### src/rtl/d_fetch_queue.sv
// Decode-side fetch queue: buffers {pc, instr} pairs from the IFU and hands them to decode
// over a valid/ready handshake, back-pressuring the IFU PC and discarding entries on flush.
module d_fetch_queue #(
  parameter int DEPTH = 4,
  parameter int AW    = 2
) (
  input  logic          clk,
  input  logic          reset,
  input  logic [31:0]   f_instr,
  input  logic [31:0]   f_pc,
  output logic          f_we,
  input  logic          flush,
  output logic [31:0]   d_instr,
  output logic [31:0]   d_pc,
  output logic          d_valid,
  input  logic          d_ready,
  output logic [AW:0]   count
);

  logic [63:0]   mem [DEPTH];
  logic [AW-1:0] rd_ptr;
  logic [AW-1:0] wr_ptr;
  logic          full;
  logic          push;
  logic          pop;

  // f_we depends only on registered count and flush, never on d_ready
  assign full    = (count == (AW+1)'(DEPTH));
  assign f_we    = ~reset & (flush | ~full);
  assign push    = f_we & ~flush;
  assign d_valid = (count != '0);
  assign pop     = d_valid & d_ready & ~flush;

  assign d_pc    = d_valid ? mem[rd_ptr][63:32] : 32'h0;
  assign d_instr = d_valid ? mem[rd_ptr][31:0]  : 32'h0;

  always_ff @(posedge clk) begin
    if (reset) begin
      rd_ptr <= '0;
      wr_ptr <= '0;
      count  <= '0;
    end else if (flush) begin
      rd_ptr <= '0;
      wr_ptr <= '0;
      count  <= '0;
    end else begin
      if (push) wr_ptr <= wr_ptr + 1'b1;
      if (pop)  rd_ptr <= rd_ptr + 1'b1;
      case ({push, pop})
        2'b10:   count <= count + 1'b1;
        2'b01:   count <= count - 1'b1;
        default: count <= count;
      endcase
    end
  end

  // Storage is not reset; outputs are gated by d_valid instead
  always_ff @(posedge clk) begin
    if (push) mem[wr_ptr] <= {f_pc, f_instr};
  end

endmodule

### config.mk
export PLATFORM = sky130hd
export DESIGN_NAME = d_fetch_queue
export DESIGN_NICKNAME = d
export VERILOG_FILES = /design/src/rtl/d_fetch_queue.sv
export SDC_FILE = /design/constraint.sdc
export NUM_CORES = 1
export LEC_CHECK = 0
export BUFFER_PORTS_ARGS = -buffer_cell sky130_fd_sc_hd__buf_2
export CORE_MARGIN = 1.5
export CORE_UTILIZATION = 55
export DETAILED_ROUTE_END_ITERATION = 10
export PLACE_DENSITY = 0.77
export SLEW_MARGIN = 20
export SYNTH_ARGS = -nofsm -noshare
export SYNTH_HDL_FRONTEND = slang
export SYNTH_SLANG_ARGS = --single-unit
### constraint.sdc
create_clock -name clk -period 8.72 [get_ports clk]
set_input_delay 0.436 -clock clk [delete_from_list [all_inputs] [get_ports clk]]
set_output_delay 0.436 -clock clk [all_outputs]
set_load 0.02 [all_outputs]
==> impl_results.md, run 1 <==
- Max cap viols: 0
- Clk_lat worst skew: 0.51 ns
- Die X: between 100 and 150 um
- Worst r2r src: count[2]
- Setup TNS Final: 0 ns
- Final Hold Vio Count: 0
- FF-to-FF path depth: 9
- Synth-to-Final Area Change: 15.8%
- Worst VDD drop: ~190 uV
- Slowest CP cell: dfxtp_4
- Share of the synthesized area in the top cell type: 0.753
- Layout net count: 677
- Slew at the pin with the worst max-slew slack: 1.01 ns
- Clk buf depth: 3
- Leak: 4.09 nW
- Total number of vias: 4780
- Mapped cell area: approximately 10000 sq um
- Vias/cell: about 5.6
- Worst-path cell chain: buf_4 > mux4_2 > and2_1 > buf_2
- Share of layout cells above drive strength 1: 0.386
- Endpoints failing setup: 0
- Post-Synthesis Cells: 458
- Failing checks: DRC
- Setup bufs post-CTS: 0
- Initial core utilization: 0.564
- PwrDens: between 200 and 250 nW/um^2
- Die ar.: ~19000 sq um
- GR Util All Layers: 0.190
- Post-synthesis sequential area ratio: 0.771
- Crit end category: output pin
- Area of the core: 18100 sq um
- Arrival time worst endpoint: 2.90 ns
- Outcome: complete, but fails checks
- First-pass GRT wire length: 28500 um
- Vias in the first global route: roughly 5.4k
- CP top delay family: buffers and inverters
- Reg2reg end: count[2]
- Pins Over Slew Limit: 0
- Largest family of logic cells by synthesized area: multiplexers
- Drt pass-1 iters: 8
- Num CTS Buffers: 27
- Skew final: around 0.0098 ns
- Worst hold stages: 1
- Count of different cell masters after synthesis: 24
- WP data required: approximately 8.3 ns
- Fin crit share: 0.382
- Largest net degree at the start of global routing: 65
- Synth Area in XOR/XNOR: 0.00429
- Row cnt: 49
- Synth warn: 0
- DP Wirelength: just over 10000 um
- Synth Area in Compound Gates: 0.00355
- Seq cells post-synth: around 270
- Die Span Y: between 100 and 150 um
- RSZ-0062 raised after global routing: false
- Min-delay src: f_pc[19]
- Clock slew at reported path FFs: 0.06 ns
- Routed Wire Length: approximately 18000 um
- DR DRC count: 12
- Max stage delay on crit path: roughly 0.73 ns
- Most Crowded Layer GR: met2
- Adder-cell share of the synthesized area: 0.00809
- WL/cell: around 21 um
- Synth Area in Simple Gates: 0.0479
- Final min period: around 3.3 ns
- Post-synthesis mux area share: 0.144
- Syn Nets: around 530
- GPL Wtd Cong: roughly 0.73
- Slack of the worst reg-to-reg path: approximately 6 ns
- CTS Hold Buffers Added: 0
- Crit Path Max Fanout: 35
- Worst Hold Path EP: mem[0][51]
- Root buf cell: clkbuf_16
- 1st-iter DRT viols: 297
- Fmax: between 200 and 300 MHz
- Area contributors post-synth: edfxtp_1 75%, mux4_2 13%, and2_1 4.2%
- Syn_area_per_cell: ~22 sq um
- Leading area contributor after synthesis: edfxtp_1
- Total Power: 2.56 mW
- CTS tree: done
- CP Buf/Inv Count: 2
- Post-cts sizing count: 0
- H-tree lvl count: 1
- Routing usage on met2: 0.332
- Routing usage on met3: 0.0406
- Met1 GRT Util: 0.244
- Final ANT Viol Nets: 0
- Port-buffer cells: 136
- Num Clock Sinks: about 270
- CP startpoint kind: register
- CP Class: register to output pin
- Min-Delay Path Class: input port to register
- Max-slew headroom: 0.329
- Io pins: between 100 and 150
- GRT overflow: 0
- Initial antenna violation count: 3
-- flip-flops by register name (all words and copies together), names as in the netlist, named ones only --
name / count
count: 3
mem: 256
rd_ptr: 2
wr_ptr: 2
-- worst max-delay path by stage --
stage                         from           to  cells after the start
after floorplan              reset    mem[0][0]                      4
after global placement    register      d_pc[0]                      4
after detailed placement  register  d_instr[26]                      4
after CTS                 register  d_instr[26]                      4
after global routing      register  d_instr[29]                      4
final                     register  d_instr[28]                      4
-- report_power, final --
| part | internal [mW] | switching (mW) | total, mW |
|---|---|---|---|
| Combinational | 0.0420 | 0.0608 | 0.103 |
| Sequential | 1.42 | 0.00692 | 1.43 |
| Clock | 0.596 | 0.436 | 1.03 |
| Total | 2.06 | 0.504 | 2.56 |
-- metal layers --
metal  vias to the layer above  part of all wire
met4                         0             0.015
met2                       141              0.52
met5                         -                 0
li1                       2142                 -
met1                      2477              0.40
met3                        20             0.061
-- cell type report --
cell class | instances | area, sq um
Inverter | 7 | 26.3
Clock buffer | 34 | 702
Sequential cell | 265 | 7880
Clock inverter | 14 | 90.1
Fill cell | 1220 | 6260
Timing Repair Buffer | 138 | 708
Tap cell | 229 | 287
Multi-Input combinational cell | 164 | 2130
Antenna cell | 3 | 7.51
-- synthesized netlist by cell type --
master,count
mux4_2,60
xnor2_1,1
clkbuf_2,1
ha_1,5
clkbuf_1,8
nor3b_1,1
and2_1,68
o31ai_1,1
o311ai_0,1
buf_6,1
or2_2,1
nor2_1,10
buf_12,6
or3_1,2
fa_1,1
a21oi_1,3
o21ai_0,1
buf_2,6
dfxtp_1,9
mux4_1,4
inv_1,7
xor2_1,4
mux2i_1,1
edfxtp_1,256
-- cells in the final DEF (no fill, tap or decap), drive strengths merged --
master	instances
nor3b	1
or2	1
bufinv	1
xor2	4
nor2	10
buf	138
fa	1
edfxtp	256
o311ai	1
a21oi	3
clkinv	12
diode	3
o21ai	1
and2	68
ha	5
mux2i	1
or3	2
inv	8
mux4	64
xnor2	1
o31ai	1
dfxtp	9
clkbuf	34
-- per-stage QoR --
step	cell area, sq um	cells	hold WS [ns]	util	setup slack [ns]
after CTS	11800	851	0.108	0.653	5.23
after detailed placement	11000	803	0.523	0.610	5.78
after global routing	11800	852	0.111	0.654	5.13
after floorplan	10200	458	0.485	-	5.66
after global placement	11000	802	0.507	0.609	5.78
final	11800	854	0.132	0.654	5.39
-- logic make-up (layout without fill, tap and decap cells) --
family                     Yosys count  count (layout)
other                                0               3
muxes                               65              65
adders and majority gates            6               6
and+or+nand+nor                     82              82
DFF                                265             265
AOI/OAI and AO/OA                    6               6
buffers and inverters               29             193
xor gates and xnor gates             5               5
No activity file was read; power rests on OpenSTA's default activity.
==> run 2: changes to the inputs <==
- ABC_AREA: default -> 1
- clock period: 8.72 -> 3.3 ns (I/O delays scaled with it)
==> impl_results.md, run 2 <==
- Outcome: finished, final reports clean
- Setup bufs post-CTS: 0
- Seq cells post-synth: 265
- Num CTS Buffers: 27
- Fillers: approximately 1.3k
- Syn Nets: 900
- Post-synth EDFFs: approximately 260
- Initial antenna violation count: 0
- Post-synthesis sequential area ratio: 0.755
- DR DRC count: 0
- Die Span Y: roughly 140 um
- Worst slack, placed: 1.17 ns
- Root buf cell: clkbuf_16
- GRT overflow: 0
- Total Power: between 7 and 8 mW
- Clk buf depth: 3
- Share of the synthesized area in the top cell type: 0.738
- Worst VDD drop: around 570 uV
- First-pass GRT wire length: around 35000 um
- Leak: roughly 4.8 nW
- Die ar.: 19800 sq um
- Initial core utilization: 0.559
- Fin util: 0.690
- Crit Path Max Fanout: 48
- Top Registers: mem (256), count (3)
- Top cells by count, synth: 271 x nor2_1, 256 x edfxtp_1, 121 x o21ai_0
- RSZ-0062 raised after global routing: false
- Arrival time worst endpoint: between 2 and 2.5 ns
- Clk_lat worst skew: 0.52 ns
- Post-Synthesis Cells: approximately 830
- Top-count cell post-synth: nor2_1
- Area of the core: around 19000 sq um
- Fmax: 384 MHz
- Mapped cell area: roughly 10000 sq um
- Endpoints failing setup: 0
- GR Util All Layers: 0.226
- Layout net count: 1098
- Io pins: around 140
- Worst r2r src: count[1]
- Reg2reg end: count[2]
- Synth-to-Final Area Change: 23.5%
- Final Hold Vio Count: 0
- Max reg flops: approximately 260
- Drt pass-1 iters: 5
- Routed Wire Length: roughly 22000 um
- Largest net degree at the start of global routing: 129
- Crit end category: output pin
- Min-delay src: d_ready
- WL/cell: about 18 um
- Most frequent cells in the layout: 267 x nor2_1, 256 x edfxtp_1, 136 x buf_2
- PwrDens: around 560 nW/um^2
- GPL Wtd Cong: between 0.7 and 0.8
- WP data required: between 3 and 4 ns
- Count of different cell masters after synthesis: 18
- Skew final: ~0.011 ns
- Port-buffer cells: 136
- Syn_area_per_cell: 12.6 sq um
- Max cap viols: 0
- Antenna Cells: 0
- Leading area contributor after synthesis: edfxtp_1
- Main synth FF type: edfxtp_1
- Final ANT Viol Nets: 0
- Synth warn: 0
- 1st-iter DRT viols: ~470
- Worst hold stages: 5
- Share of synthesized registers carrying an async set or reset: 0
- Commonest non-fill, non-tap cell in the layout: nor2_1
- Area contributors post-synth: edfxtp_1 74%, nor2_1 9.8%, o21ai_0 5.8%
- Vias/cell: between 5 and 6
- Min-Delay Path Class: input port to register
- Final WS setup: between 0.6 and 0.7 ns
- Slew at the pin with the worst max-slew slack: between 0.8 and 0.9 ns
- Num Clock Sinks: 265
- Clock slew at reported path FFs: around 0.060 ns
- Share of layout cells above drive strength 1: 0.190
- Largest register by flop count: mem
- Pins Over Slew Limit: 0
- Total number of vias: between 6k and 7k
- Row cnt: 50
- Vias in the first global route: 7065
- Max-slew headroom: 0.434
- Die X: between 100 and 150 um
- CP startpoint kind: register
- Setup TNS Final: 0 ns
- CTS tree: done
- Final min period: 2.60 ns
- Fin crit share: 0.788
- FF-to-FF path depth: 12
- DP Wirelength: between 10000 and 15000 um
- Slack of the worst reg-to-reg path: ~1.2 ns
- H-tree lvl count: 1
- CP Class: register to output pin
==> run 2: critical path, stage by stage, from the launching register on <==
cell,delay [ns]
dfxtp_4,0.36
clkinv_2,0.47
buf_4,0.44
o21ai_0,0.33
a21oi_1,0.12
buf_2,0.17
==> run 2: cell type report <==
| type | instances | area, sq um | area share |
|---|---|---|---|
| flip-flops and latches | 265 | 7870 | 0.612 |
| multi-input cells | 494 | 2200 | 0.171 |
| repair buffers | 216 | 1520 | 0.118 |
| clock buffers | 30 | 687 | 0.0534 |
| well taps | 234 | 293 | 0.0228 |
| clock inverters | 17 | 210 | 0.0163 |
| inverters | 20 | 76.3 | 0.00593 |
==> run 2: per-layer routing <==
metal,track usage,share of wire,vias to the layer above
li1,-,-,3304
met3,0.0309,0.066,31
met4,0.0620,0.016,0
met5,0,0,-
met1,0.287,0.41,3338
met2,0.411,0.51,255
==> run 2: cell families after synthesis <==
family	count (synthesis)	share of synthesized area
AO/OA/AOI/OAI	200	0.0961
flip-flops	265	0.755
adder cells (fa/ha/maj)	6	0.00793
buffers and inverters	67	0.0362
AND/OR/NAND/NOR	288	0.104
==> run 2: worst max path at each step <==
stage	from	endpoint	slack (ns)	cells past startpoint
4_1_cts	register	d_pc[10]	0.69	5
2_1_floorplan	count[1]	mem[0][0]	-0.68	4
3_3_place_gp	count[0]	count[2]	1.23	12
6_report	register	d_pc[10]	0.70	5
3_5_place_dp	count[1]	count[2]	1.17	12
5_1_grt	register	d_pc[10]	0.56	5
==> run 2: repair_timing <==
item,4_1_cts,5_1_grt
hold buffers,67,0
resized for setup,0,0
hold endpoints to repair,259,0
setup endpoints to repair,0,0
==> run 2: through the flow <==
step | instance area [sq um] | hold WS, ns | cells
2_1_floorplan | 10400 | 0.264 | 826
3_3_place_gp | 11300 | 0.378 | 1162
3_5_place_dp | 11300 | 0.382 | 1162
4_1_cts | 12900 | 0.0150 | 1276
5_1_grt | 12900 | 0.0578 | 1276
6_report | 12900 | 0.0288 | 1276
==> run 2: where the power goes <==
| group | internal, mW | leakage (nW) | switching [mW] |
|---|---|---|---|
| Sequential | 3.76 | 2.40 | 0.0153 |
| Combinational | 0.154 | 1.93 | 0.255 |
| Clock | 1.88 | 0.437 | 1.20 |
| Total | 5.79 | 4.77 | 1.47 |
==> run 3: changes to the inputs <==
- clock period: 3.3 -> 2.65 ns (I/O delays scaled with it)
==> impl_results.md, run 3 (synthesis gave the netlist of run 2 again) <==
- Max cap viols: 0
- Port-buffer cells: between 100 and 150
- Largest register by flop count: mem
- Num Clock Sinks: approximately 270
- Total number of vias: approximately 6.9k
- DR DRC count: 0
- Drt pass-1 iters: 5
- Arrival time worst endpoint: 2.27 ns
- Slew at the pin with the worst max-slew slack: around 1 ns
- Setup TNS Final: 0 ns
- Max reg flops: 256
- Max stage delay on crit path: 0.72 ns
- CP Buf/Inv Count: 3
- Layout net count: 1101
- Slowest CP cell: inv_2
- Root buf cell: clkbuf_16
- GRT overflow: 0
- Reg2reg end: count[2]
- Outcome: finished, final reports clean
- Vias/cell: 5.37
- Row cnt: 50
- 1st-iter DRT viols: roughly 490
- RSZ-0062 raised after global routing: false
- Die ar.: between 15000 and 20000 sq um
- Initial antenna violation count: 1
- Share of layout cells above drive strength 1: 0.193
- Crit Path Max Fanout: 50
- CTS tree: done
- DP Wirelength: between 10000 and 15000 um
- Largest net degree at the start of global routing: around 130
- Pins Over Slew Limit: 0
- Io pins: ~140
- WP data required: between 2 and 3 ns
- Slack of the worst reg-to-reg path: between 0.5 and 0.6 ns
- Post-cts sizing count: 0
- Final min period: around 2.4 ns
- Area of the core: 18600 sq um
- CP startpoint kind: register
- Fmax: between 400 and 500 MHz
- WL/cell: roughly 17 um
- Synth-to-Final Area Change: 24.3%
- Initial core utilization: 0.559
- Final Instance Area: roughly 13000 sq um
- Min-Delay Path Class: input port to register
- Num CTS Buffers: 26
- Critical path depth: 6
- Commonest non-fill, non-tap cell in the layout: nor2_1
- Clock slew at reported path FFs: around 0.06 ns
- GR Util All Layers: 0.220
- Fillers: ~1.2k
- Worst r2r src: count[1]
- Clk_lat worst skew: 0.52 ns
- Hold WS: around 0.053 ns
- Die X: around 140 um
- Top Registers: mem (256), count (3)
- Crit end category: output pin
- Register area: between 7000 and 8000 sq um
- First-pass GRT wire length: 34100 um
- Max-slew headroom: 0.329
- Final Hold Vio Count: 0
- Skew final: ~0.011 ns
- Multi-input logic area: 2200 sq um
- Cell Area, Placed: 11300 sq um
- Final ANT Viol Nets: 0
- Capture point of the worst path: d_instr[12]
- CP Class: register to output pin
- Most frequent cells in the layout: 267 x nor2_1, 256 x edfxtp_1, 136 x buf_2
- Worst VDD drop: 654 uV
- PwrDens: 704 nW/um^2
- Routed Wire Length: 21700 um
- Die Span Y: about 140 um
- H-tree lvl count: 1
- Clk buf depth: 3
- Min-delay src: flush
- GPL Wtd Cong: approximately 0.8
- CP top delay family: buffers and inverters
- Worst-path cell chain: inv_2 > buf_4 > nor2_1 > o21ai_0 > a21oi_1 > buf_2
- Fin crit share: 0.906
- Endpoints failing setup: 0
- Leak: a little under 5 nW
- FF-to-FF path depth: 12
- Vias in the first global route: around 6.8k
[run 3: layout make-up]
cell class	instances	share of cell area
multi-input cells	494	0.170
diodes	2	0.000387
well taps	234	0.0226
repair buffers	220	0.121
flip-flops and latches	265	0.608
clock inverters	18	0.0189
clock buffers	29	0.0528
inverters	20	0.00590
[run 3: per-layer routing]
layer	GRT usage	routed length, um
met4	0.0751	513
met2	0.395	11200
met1	0.276	8640
met3	0.0323	1340
met5	0	0
[run 3: where the power goes]
part	total, mW	switching (mW)	leakage, nW	internal (mW)
registers	4.70	0.0185	2.40	4.68
logic	0.518	0.321	1.96	0.197
clock network	3.90	1.46	0.451	2.44
[run 3: worst min path at each step]
stage | endpoint | cells after the start
6_report | rd_ptr[0] | 5
3_5_place_dp | mem[1][63] | 1
2_1_floorplan | mem[0][0] | 0
3_3_place_gp | mem[1][2] | 1
5_1_grt | register | 5
4_1_cts | rd_ptr[0] | 5
[run 3: stage by stage]
step,power [mW],worst slack [ns],utilization,instances
5_1_grt,9.39,0.0977,0.694,1282
6_report,9.11,0.249,0.694,1282
2_1_floorplan,5.02,-0.306,-,826
4_1_cts,9.17,0.178,0.694,1280
3_5_place_dp,5.22,0.552,0.608,1165
3_3_place_gp,5.21,0.599,0.608,1165
[run 3: worst min-delay path, cell delays in order]
cell and delay [ns]:
buf_2 0.11, nor2_1 0.06, nand3_1 0.07, nand2_1 0.06, nor2_1 0.09
[run 3: repair_timing]
action	in CTS	in global routing
setup buffers	0	0
hold buffers	68	0
hold endpoints to repair	265	0
